### config.mk
export PLATFORM = sky130hd
export DESIGN_NAME = ext_pipe
export DESIGN_NICKNAME = d
export VERILOG_FILES = /design/src/rtl/ext_pipe_pkg.sv /design/src/rtl/ext_comb.sv /design/src/rtl/ext_pipe.sv
export SDC_FILE = /design/constraint.sdc
export NUM_CORES = 1
export LEC_CHECK = 0
export CELL_PAD_IN_SITES_DETAIL_PLACEMENT = 0
export CELL_PAD_IN_SITES_GLOBAL_PLACEMENT = 1
export CORE_MARGIN = 2
export CORE_UTILIZATION = 45
export DETAILED_ROUTE_END_ITERATION = 8
export MAX_ROUTING_LAYER = met4
export PLACE_DENSITY = 0.95
export REMOVE_ABC_BUFFERS = 1
export SLEW_MARGIN = 20
export SYNTH_ARGS = -nofsm -noshare
export SYNTH_HDL_FRONTEND = slang
export SYNTH_SLANG_ARGS = --single-unit
### constraint.sdc
create_clock -name clk -period 5.43 [get_ports clk]
set_input_delay 0.8145 -clock clk [delete_from_list [all_inputs] [get_ports clk]]
set_output_delay 0.8145 -clock clk [all_outputs]
set_load 0.1 [all_outputs]
### src/rtl/ext_pipe_pkg.sv
`default_nettype none
// ============================================================================
//  Module      : ext_pipe_pkg
//  Description : Definitions shared by decode and the registered extension
//                unit: extension mode codes and skid-buffer state encodings.
//  Revision    : 1.0  initial release
// ============================================================================
package ext_pipe_pkg;

    // Extension mode codes, carried alongside each immediate from decode.
    localparam logic [1:0] EXT_ZERO   = 2'b00;
    localparam logic [1:0] EXT_SIGN   = 2'b01;
    localparam logic [1:0] EXT_UPPER  = 2'b10;
    localparam logic [1:0] EXT_BRANCH = 2'b11;

    // The encoding doubles as the entry count, so occupancy is the state itself.
    typedef enum logic [1:0] {
        EMPTY = 2'b00,
        ONE   = 2'b01,
        FULL  = 2'b10
    } ext_state_e;

endpackage
`default_nettype wire

### src/rtl/ext_comb.sv
`default_nettype none
// ============================================================================
//  Module      : ext_comb
//  Description : Combinational immediate extender implementing the four
//                extension modes (zero, sign, upper, branch).
//  Ports       : data_in  [IN_W-1:0]  immediate to extend
//                mode     [1:0]       extension mode code
//                data_out [OUT_W-1:0] extended result
//  Revision    : 1.0  initial release
// ============================================================================
module ext_comb
    import ext_pipe_pkg::*;
#(
    parameter int IN_W  = 16,
    parameter int OUT_W = 32
) (
    input  logic [IN_W-1:0]  data_in,
    input  logic [1:0]       mode,
    output logic [OUT_W-1:0] data_out
);

    localparam int c_PAD_W = OUT_W - IN_W;

    logic [OUT_W-1:0] w_zero;
    logic [OUT_W-1:0] w_sign;
    logic [OUT_W-1:0] w_upper;
    logic [OUT_W-1:0] w_branch;

    assign w_zero   = {{c_PAD_W{1'b0}}, data_in};
    assign w_sign   = {{c_PAD_W{data_in[IN_W-1]}}, data_in};
    assign w_upper  = {data_in, {c_PAD_W{1'b0}}};
    // Word offset to byte offset: drop the top two bits of the sign result.
    assign w_branch = {w_sign[OUT_W-3:0], 2'b00};

    always_comb begin
        data_out = w_zero;
        case (mode)
            EXT_ZERO:   data_out = w_zero;
            EXT_SIGN:   data_out = w_sign;
            EXT_UPPER:  data_out = w_upper;
            EXT_BRANCH: data_out = w_branch;
            default:    data_out = w_zero;
        endcase
    end

endmodule
`default_nettype wire

### src/rtl/ext_pipe.sv
`default_nettype none
// ============================================================================
//  Module      : ext_pipe
//  Description : Registered immediate extension unit with valid/ready on both
//                sides and a 2-entry skid buffer. in_ready depends only on
//                registered state, so the downstream ready path is cut.
//  Ports       : clk, rst                      clock, async active-high reset
//                in_valid/in_ready/in_data/in_mode   upstream handshake
//                out_valid/out_ready/out_data/out_neg downstream handshake
//                occupancy [1:0]               entries held (0..2)
//  Revision    : 1.0  initial release
// ============================================================================
module ext_pipe
    import ext_pipe_pkg::*;
#(
    parameter int IN_W  = 16,
    parameter int OUT_W = 32
) (
    input  logic             clk,
    input  logic             rst,
    input  logic             in_valid,
    output logic             in_ready,
    input  logic [IN_W-1:0]  in_data,
    input  logic [1:0]       in_mode,
    output logic             out_valid,
    input  logic             out_ready,
    output logic [OUT_W-1:0] out_data,
    output logic             out_neg,
    output logic [1:0]       occupancy
);

    generate
        if ((IN_W < 2) || (OUT_W < IN_W + 2)) begin : g_bad_params
            $error("ext_pipe: need IN_W >= 2 and OUT_W >= IN_W + 2");
        end
    endgenerate

    ext_state_e       state_q;
    logic [OUT_W-1:0] main_q;
    logic [OUT_W-1:0] skid_q;
    logic             valid_q;
    logic             rdy_en_q;
    logic [OUT_W-1:0] ext_d;
    logic             w_in_xfer;
    logic             w_out_xfer;

    ext_comb #(
        .IN_W  (IN_W),
        .OUT_W (OUT_W)
    ) u_ext_comb (
        .data_in  (in_data),
        .mode     (in_mode),
        .data_out (ext_d)
    );

    // rdy_en_q clears asynchronously with rst and sets on the first edge
    // after release, so in_ready is low throughout reset without rst
    // feeding any synchronous path.
    assign in_ready   = rdy_en_q && (state_q != FULL);
    assign w_in_xfer  = in_valid && in_ready;
    assign w_out_xfer = valid_q && out_ready;

    assign out_valid  = valid_q;
    assign out_data   = main_q;
    assign out_neg    = main_q[OUT_W-1];
    assign occupancy  = state_q;

    always_ff @(posedge clk or posedge rst) begin
        if (rst) begin
            state_q  <= EMPTY;
            main_q   <= '0;
            skid_q   <= '0;
            valid_q  <= 1'b0;
            rdy_en_q <= 1'b0;
        end else begin
            rdy_en_q <= 1'b1;
            case (state_q)
                EMPTY: begin
                    if (w_in_xfer) begin
                        main_q  <= ext_d;
                        valid_q <= 1'b1;
                        state_q <= ONE;
                    end
                end
                ONE: begin
                    if (w_in_xfer && w_out_xfer) begin
                        // Pass-through: main drains and refills on the same edge.
                        main_q <= ext_d;
                    end else if (w_in_xfer) begin
                        skid_q  <= ext_d;
                        state_q <= FULL;
                    end else if (w_out_xfer) begin
                        // main_q keeps its stale value; only valid drops.
                        valid_q <= 1'b0;
                        state_q <= EMPTY;
                    end
                end
                FULL: begin
                    if (w_out_xfer) begin
                        main_q  <= skid_q;
                        state_q <= ONE;
                    end
                end
                default: begin
                    valid_q <= 1'b0;
                    state_q <= EMPTY;
                end
            endcase
        end
    end

endmodule
`default_nettype wire

==> impl_metrics.env, run 1 <==
export IMPL_route_detailed_drc=0
export IMPL_cts_hold_buf=0
export IMPL_placementRows=32
export IMPL_drv_cap=0
export IMPL_grt_total_usage_pct=20.6
export IMPL_drt_pass1_iter_count=4
export IMPL_cts_tree="done"
export IMPL_vias=2819
export IMPL_ys_warnings_count=0
export IMPL_critical_path_startpoint="occupancy[0]"
export IMPL_viasPerCell=5.91
export IMPL_antenna_found_initial=0
export IMPL_period_needed_ns=3.05
export IMPL_synth_cell_type_count=32
export IMPL_placed_cells=461
export IMPL_core_mm2=0.00769
export IMPL_gp_congestion=0.748
export IMPL_r2r_end="out_data[14]"
export IMPL_numCtsBuffers=9
export IMPL_initial_core_util_pct=46.0
export IMPL_htreeDepth=3
export IMPL_postCtsSetupBuffers=0
export IMPL_area_growth_pct=24.5
export IMPL_fin_crit_sh_pct=56.2
export IMPL_wl_mm=8.23
export IMPL_grt_max_degree=69
export IMPL_cp_max_fo=34
export IMPL_cp_arrival_ns=2.24
export IMPL_ys_seq_area_share_pct=48.1
export IMPL_design_portCount=59
export IMPL_worstMarginPinSlew_ns=1.09
export IMPL_relSlewSlack_pct=27.0
export IMPL_hpwl_mm=4.77
export IMPL_layout_commonest_cell="dfrtp_1"
export IMPL_drt_iter0_drc=174
export IMPL_cts_root_buffer="clkbuf_8"
export IMPL_synthesis_area_mm2=0.00354
export IMPL_cts_sinks=68
export IMPL_crit_type="flop to output port"
export IMPL_syn_inst=331
export IMPL_finalHoldViolCount=0
export IMPL_endpoint_kind="output port"
export IMPL_grt_pass1_wl_mm=13.6
export IMPL_grt_pass1_vias=2749
export IMPL_antenna_cells=0
export IMPL_worstSkewPairLatency_ns=0.35
export IMPL_cts_resized=0
export IMPL_drtAntennaViolNets=0
export IMPL_fp_dieArea_mm2=0.00859
export IMPL_cp_endpoint="occupancy[0]"
export IMPL_fp_dieW_um=92.7
export IMPL_fin_tns_setup_ns=0
export IMPL_fmax_mhz=328
export IMPL_drive_above_1_share_pct=9.07
export IMPL_rsz0062_at_grt="no"
export IMPL_drv_slew=0
export IMPL_hp_class="flop to flop"
export IMPL_cp_required_ns=4.62
export IMPL_rr_worst_depth=5
export IMPL_synth_top_cell_area_share_pct=48.1
export IMPL_reg2reg_slack_ns=2.85
export IMPL_most_common_layout_cells="68 x dfrtp_1, 57 x clkdlybuf4s50_1, 30 x mux2_1, 30 x a21oi_1"
export IMPL_setup_violations=0
export IMPL_portBuffers=58
export IMPL_synth_area_leaders="dfrtp_1 48%, mux2_1 9.5%, a41oi_1 6.9%"
export IMPL_path_clk_slew_ns=0.07
export IMPL_fin_nets=392
export IMPL_worstSetupStartpointType="flop"
export IMPL_syn_avg_cell_area_um2=10.7
export IMPL_ys_ff_latch=68
export IMPL_status="complete, no violations"
export IMPL_synth_top_cell_by_area="dfrtp_1"
export IMPL_r2r_start="occupancy[0]"
export IMPL_grt_overflow_total=0
export IMPL_finalNonFillerCells=477
export IMPL_fin_skew_ns=0.00964
export IMPL_chipHeight_um=92.7
export IMPL_wire_per_inst_um=17.3
export IMPL_cts_path_max_buffers=2
-- routing by layer --
layer / track usage (%) / share of wire (%) / wire length [um] / vias to the layer above
met4: 8.82 / 1.3 / 104 / 0
met1: 28.5 / 46 / 3780 / 1398
li1: - / - / - / 1351
met5: - / 0 / 0 / -
met2: 30.3 / 49 / 4020 / 61
met3: 3.42 / 4.0 / 329 / 9
-- worst min path at each step --
stage	startpoint	end	cells past startpoint
2_1_floorplan	skid_q[0]	skid_q[0]	1
3_3_place_gp	out_data[5]	out_data[5]	1
3_5_place_dp	out_data[3]	out_data[3]	1
4_1_cts	out_data[12]	out_data[12]	1
5_1_grt	out_data[3]	out_data[3]	1
6_report	out_data[9]	out_data[9]	1
-- worst max-delay path: stages (launching register included) --
cell and delay, ns:
dfrtp_1 0.32, buf_4 0.35, clkdlybuf4s50_1 1.21
-- layout make-up --
cell class,instances,area [um2]
multi-input cells,223,1680
inverters,3,11.3
flip-flops and latches,68,1700
fillers,656,3280
clock inverters,4,95.1
well taps,102,128
repair buffers,65,631
clock buffers,12,155
-- stage by stage --
step / hold WS [ns] / utilization, % / area [um2] / setup slack [ns]
2_1_floorplan: 0.475 / - / 3380 / 1.46
3_3_place_gp: 0.471 / 54.0 / 4150 / 2.24
3_5_place_dp: 0.474 / 54.0 / 4150 / 2.17
4_1_cts: 0.491 / 57.3 / 4400 / 2.37
5_1_grt: 0.509 / 57.3 / 4400 / 2.31
6_report: 0.487 / 57.3 / 4400 / 2.38
-- registers in the layout, summed over array words and instances, names as in the netlist --
name / count
out_valid: 1
skid_q: 32
out_data: 32
occupancy: 2
rdy_en_q: 1
-- Yosys cell counts (all sizes together) --
cell,instances
dfrtp,68
mux2,37
a21oi,30
a31oi,28
a41oi,28
nor3b,28
clkbuf,26
nand3b,16
nand2b,15
nand3,14
buf,11
inv,3
nand2,3
nor2b,3
o21ai,3
and2,2
mux2i,2
nor2,2
o21a,2
a211o,1
a21boi,1
and3b,1
conb,1
nand4b,1
o2111ai,1
o211a,1
o211ai,1
o22ai,1
o31ai,1
-- cell families (layout without fill, tap and decap cells) --
group	after synthesis	in the layout	share of synthesized area, %
compound gates	98	98	18.9
buf+inv	40	84	4.70
flops	68	68	48.1
mux	39	39	12.3
other cells	1	1	0.106
simple gates	85	85	15.9
Power of run 1 is not shown: default switching activity piles up to over one toggle a cycle in this logic, so the estimate is an artifact.
==> inputs of run 2 (changes only) <==
--- a/config.mk
+++ b/config.mk
@@ -8,10 +8,10 @@
 export CELL_PAD_IN_SITES_DETAIL_PLACEMENT = 0
 export CELL_PAD_IN_SITES_GLOBAL_PLACEMENT = 1
 export CORE_MARGIN = 2
-export CORE_UTILIZATION = 45
+export CORE_UTILIZATION = 38
 export DETAILED_ROUTE_END_ITERATION = 8
 export MAX_ROUTING_LAYER = met4
-export PLACE_DENSITY = 0.95
+export PLACE_DENSITY = 0.88
 export REMOVE_ABC_BUFFERS = 1
 export SLEW_MARGIN = 20
 export SYNTH_ARGS = -nofsm -noshare
==> constraint.sdc (replaced) <==
create_clock -name clk -period 2.6 [get_ports clk]
set_input_delay 0.39 -clock clk [delete_from_list [all_inputs] [get_ports clk]]
set_output_delay 0.39 -clock clk [all_outputs]
set_load 0.1 [all_outputs]
==> run 2 against run 1 <==
Compared with the run above:
- non-clock buffer count up 12
- worst hold slack got worse by 0.15 ns
- wire length is 5.1% higher
- core utilization down 8.9 points
- first-iteration DRC count increased by 36%
- via count up 2.6%
- global-route usage shrank 2.1 points
- critical path depth grew 1
- die area increased by 18%
- register-to-register slack worse by 2.2 ns
- clock skew rose by 0.0014 ns
- critical endpoint is now in_ready
- largest cell class unchanged
- highest routed layer unchanged
==> impl_metrics.env, run 2 (same netlist as run 1, synthesis figures left out) <==
export IMPL_design_portCount=59
export IMPL_grt_pass1_wl_mm=14.3
export IMPL_postCtsSetupBuffers=0
export IMPL_drtAntennaViolNets=0
export IMPL_viasPerCell=5.81
export IMPL_cts_sinks=68
export IMPL_fp_dieArea_mm2=0.0101
export IMPL_grt_overflow_total=0
export IMPL_fp_dieW_um=100
export IMPL_fin_crit_sh_pct=81.3
export IMPL_hpwl_mm=5.63
export IMPL_cp_max_fo=15
export IMPL_worstSetupStartpointType="flop"
export IMPL_cts_tree="done"
export IMPL_vias=2893
export IMPL_drv_slew=0
export IMPL_chipHeight_um=100
export IMPL_placed_cells=482
export IMPL_status="complete, no violations"
export IMPL_fin_util_pct=48.4
export IMPL_crit_type="flop to output port"
export IMPL_cts_resized=0
export IMPL_area_growth_pct=25.2
export IMPL_grt_total_usage_pct=18.5
export IMPL_core_mm2=0.00915
export IMPL_fin_tns_setup_ns=0
export IMPL_drive_above_1_share_pct=21.4
export IMPL_layout_commonest_cell="dfrtp_1"
export IMPL_cp_slowest_stage_delay_ns=0.46
export IMPL_most_common_layout_cells="68 x dfrtp_1, 53 x buf_4, 30 x mux2_1, 30 x a21oi_1"
export IMPL_placementRows=35
export IMPL_crit_family="simple AND/OR/NAND/NOR gates"
export IMPL_worstMarginPinSlew_ns=0.671
export IMPL_drt_iter0_drc=236
export IMPL_worst_path_max_delay_cell="nand2b_1"
export IMPL_cts_hold_buf=0
export IMPL_endpoint_kind="output port"
export IMPL_antenna_found_initial=0
export IMPL_finalNonFillerCells=498
export IMPL_gp_congestion=0.819
export IMPL_fin_skew_ns=0.0111
export IMPL_rsz0062_at_grt="no"
export IMPL_htreeDepth=3
export IMPL_numCtsBuffers=9
export IMPL_grt_pass1_vias=2865
export IMPL_worstPathCellList="nand2b_1, and2_1, buf_12"
export IMPL_initial_core_util_pct=38.7
export IMPL_finalHoldViolCount=0
export IMPL_hp_class="input port to async pin"
export IMPL_cts_path_max_buffers=2
export IMPL_fin_nets=404
export IMPL_path_clk_slew_ns=0.07
export IMPL_cp_arrival_ns=1.72
export IMPL_wl_mm=8.65
export IMPL_cts_root_buffer="clkbuf_8"
export IMPL_period_needed_ns=2.11
export IMPL_route_detailed_drc=0
export IMPL_antenna_cells=0
export IMPL_relSlewSlack_pct=55.2
export IMPL_cp_required_ns=2.21
export IMPL_grt_max_degree=36
export IMPL_setup_violations=0
export IMPL_wire_per_inst_um=17.4
export IMPL_drv_cap=0
export IMPL_drt_pass1_iter_count=4
export IMPL_critPathBufInv=1
export IMPL_fmax_mhz=473
export IMPL_portBuffers=58
export IMPL_worstSkewPairLatency_ns=0.35
## run 2: cell types whose count changed in the layout (fill, tap and decap cells not counted)
cell,previous run,this run
buf_4,8,53
clkdlybuf4s50_1,57,21
buf_12,0,3
bufinv_16,3,2
clkbuf_1,1,0
clkinv_4,0,1
inv_6,0,1
o21ai_2,0,1
o21ai_4,1,0
## run 2: area by class of cell
type                    instances  area (um2)
repair buffers                 77         668
clock inverters                 5        82.6
clock buffers                  11         151
well taps                     111         139
fillers                       830        4720
multi-input cells             223        1680
inverters                       3        11.3
flip-flops and latches         68        1700
## run 2: final timing paths
path / from / to / slack, ns / cells after the start
worst max-delay path: occupancy[0] / in_ready / 0.49 / 3
worst min-delay path: rst / out_data[16] / 0.34 / 2
worst max register to register: occupancy[0] / skid_q[17] / 0.69 / 6
worst min register to register: out_data[25] / out_data[25] / 0.49 / 1
max in group asynchronous: rst / skid_q[28] / 1.63 / 3
min in group clk: out_data[25] / out_data[25] / 0.49 / 1
## run 2: metrics by stage
stage	instance area [um2]	setup slack (ns)	hold WS, ns
after floorplan	3380	-1.37	0.475
after global placement	4200	0.520	0.469
after detailed placement	4200	0.464	0.477
after CTS	4430	0.473	0.345
after global routing	4430	0.443	0.383
final	4430	0.487	0.341
## run 2: per-layer routing
metal	routed length, um	up-vias	GRT usage (%)
met1	3840	1429	24.3
met2	4290	83	28.5
met3	434	13	3.81
li1	-	1368	-
met4	93	0	6.43
met5	0	-	-
Power of run 2 is left out for the same reason.
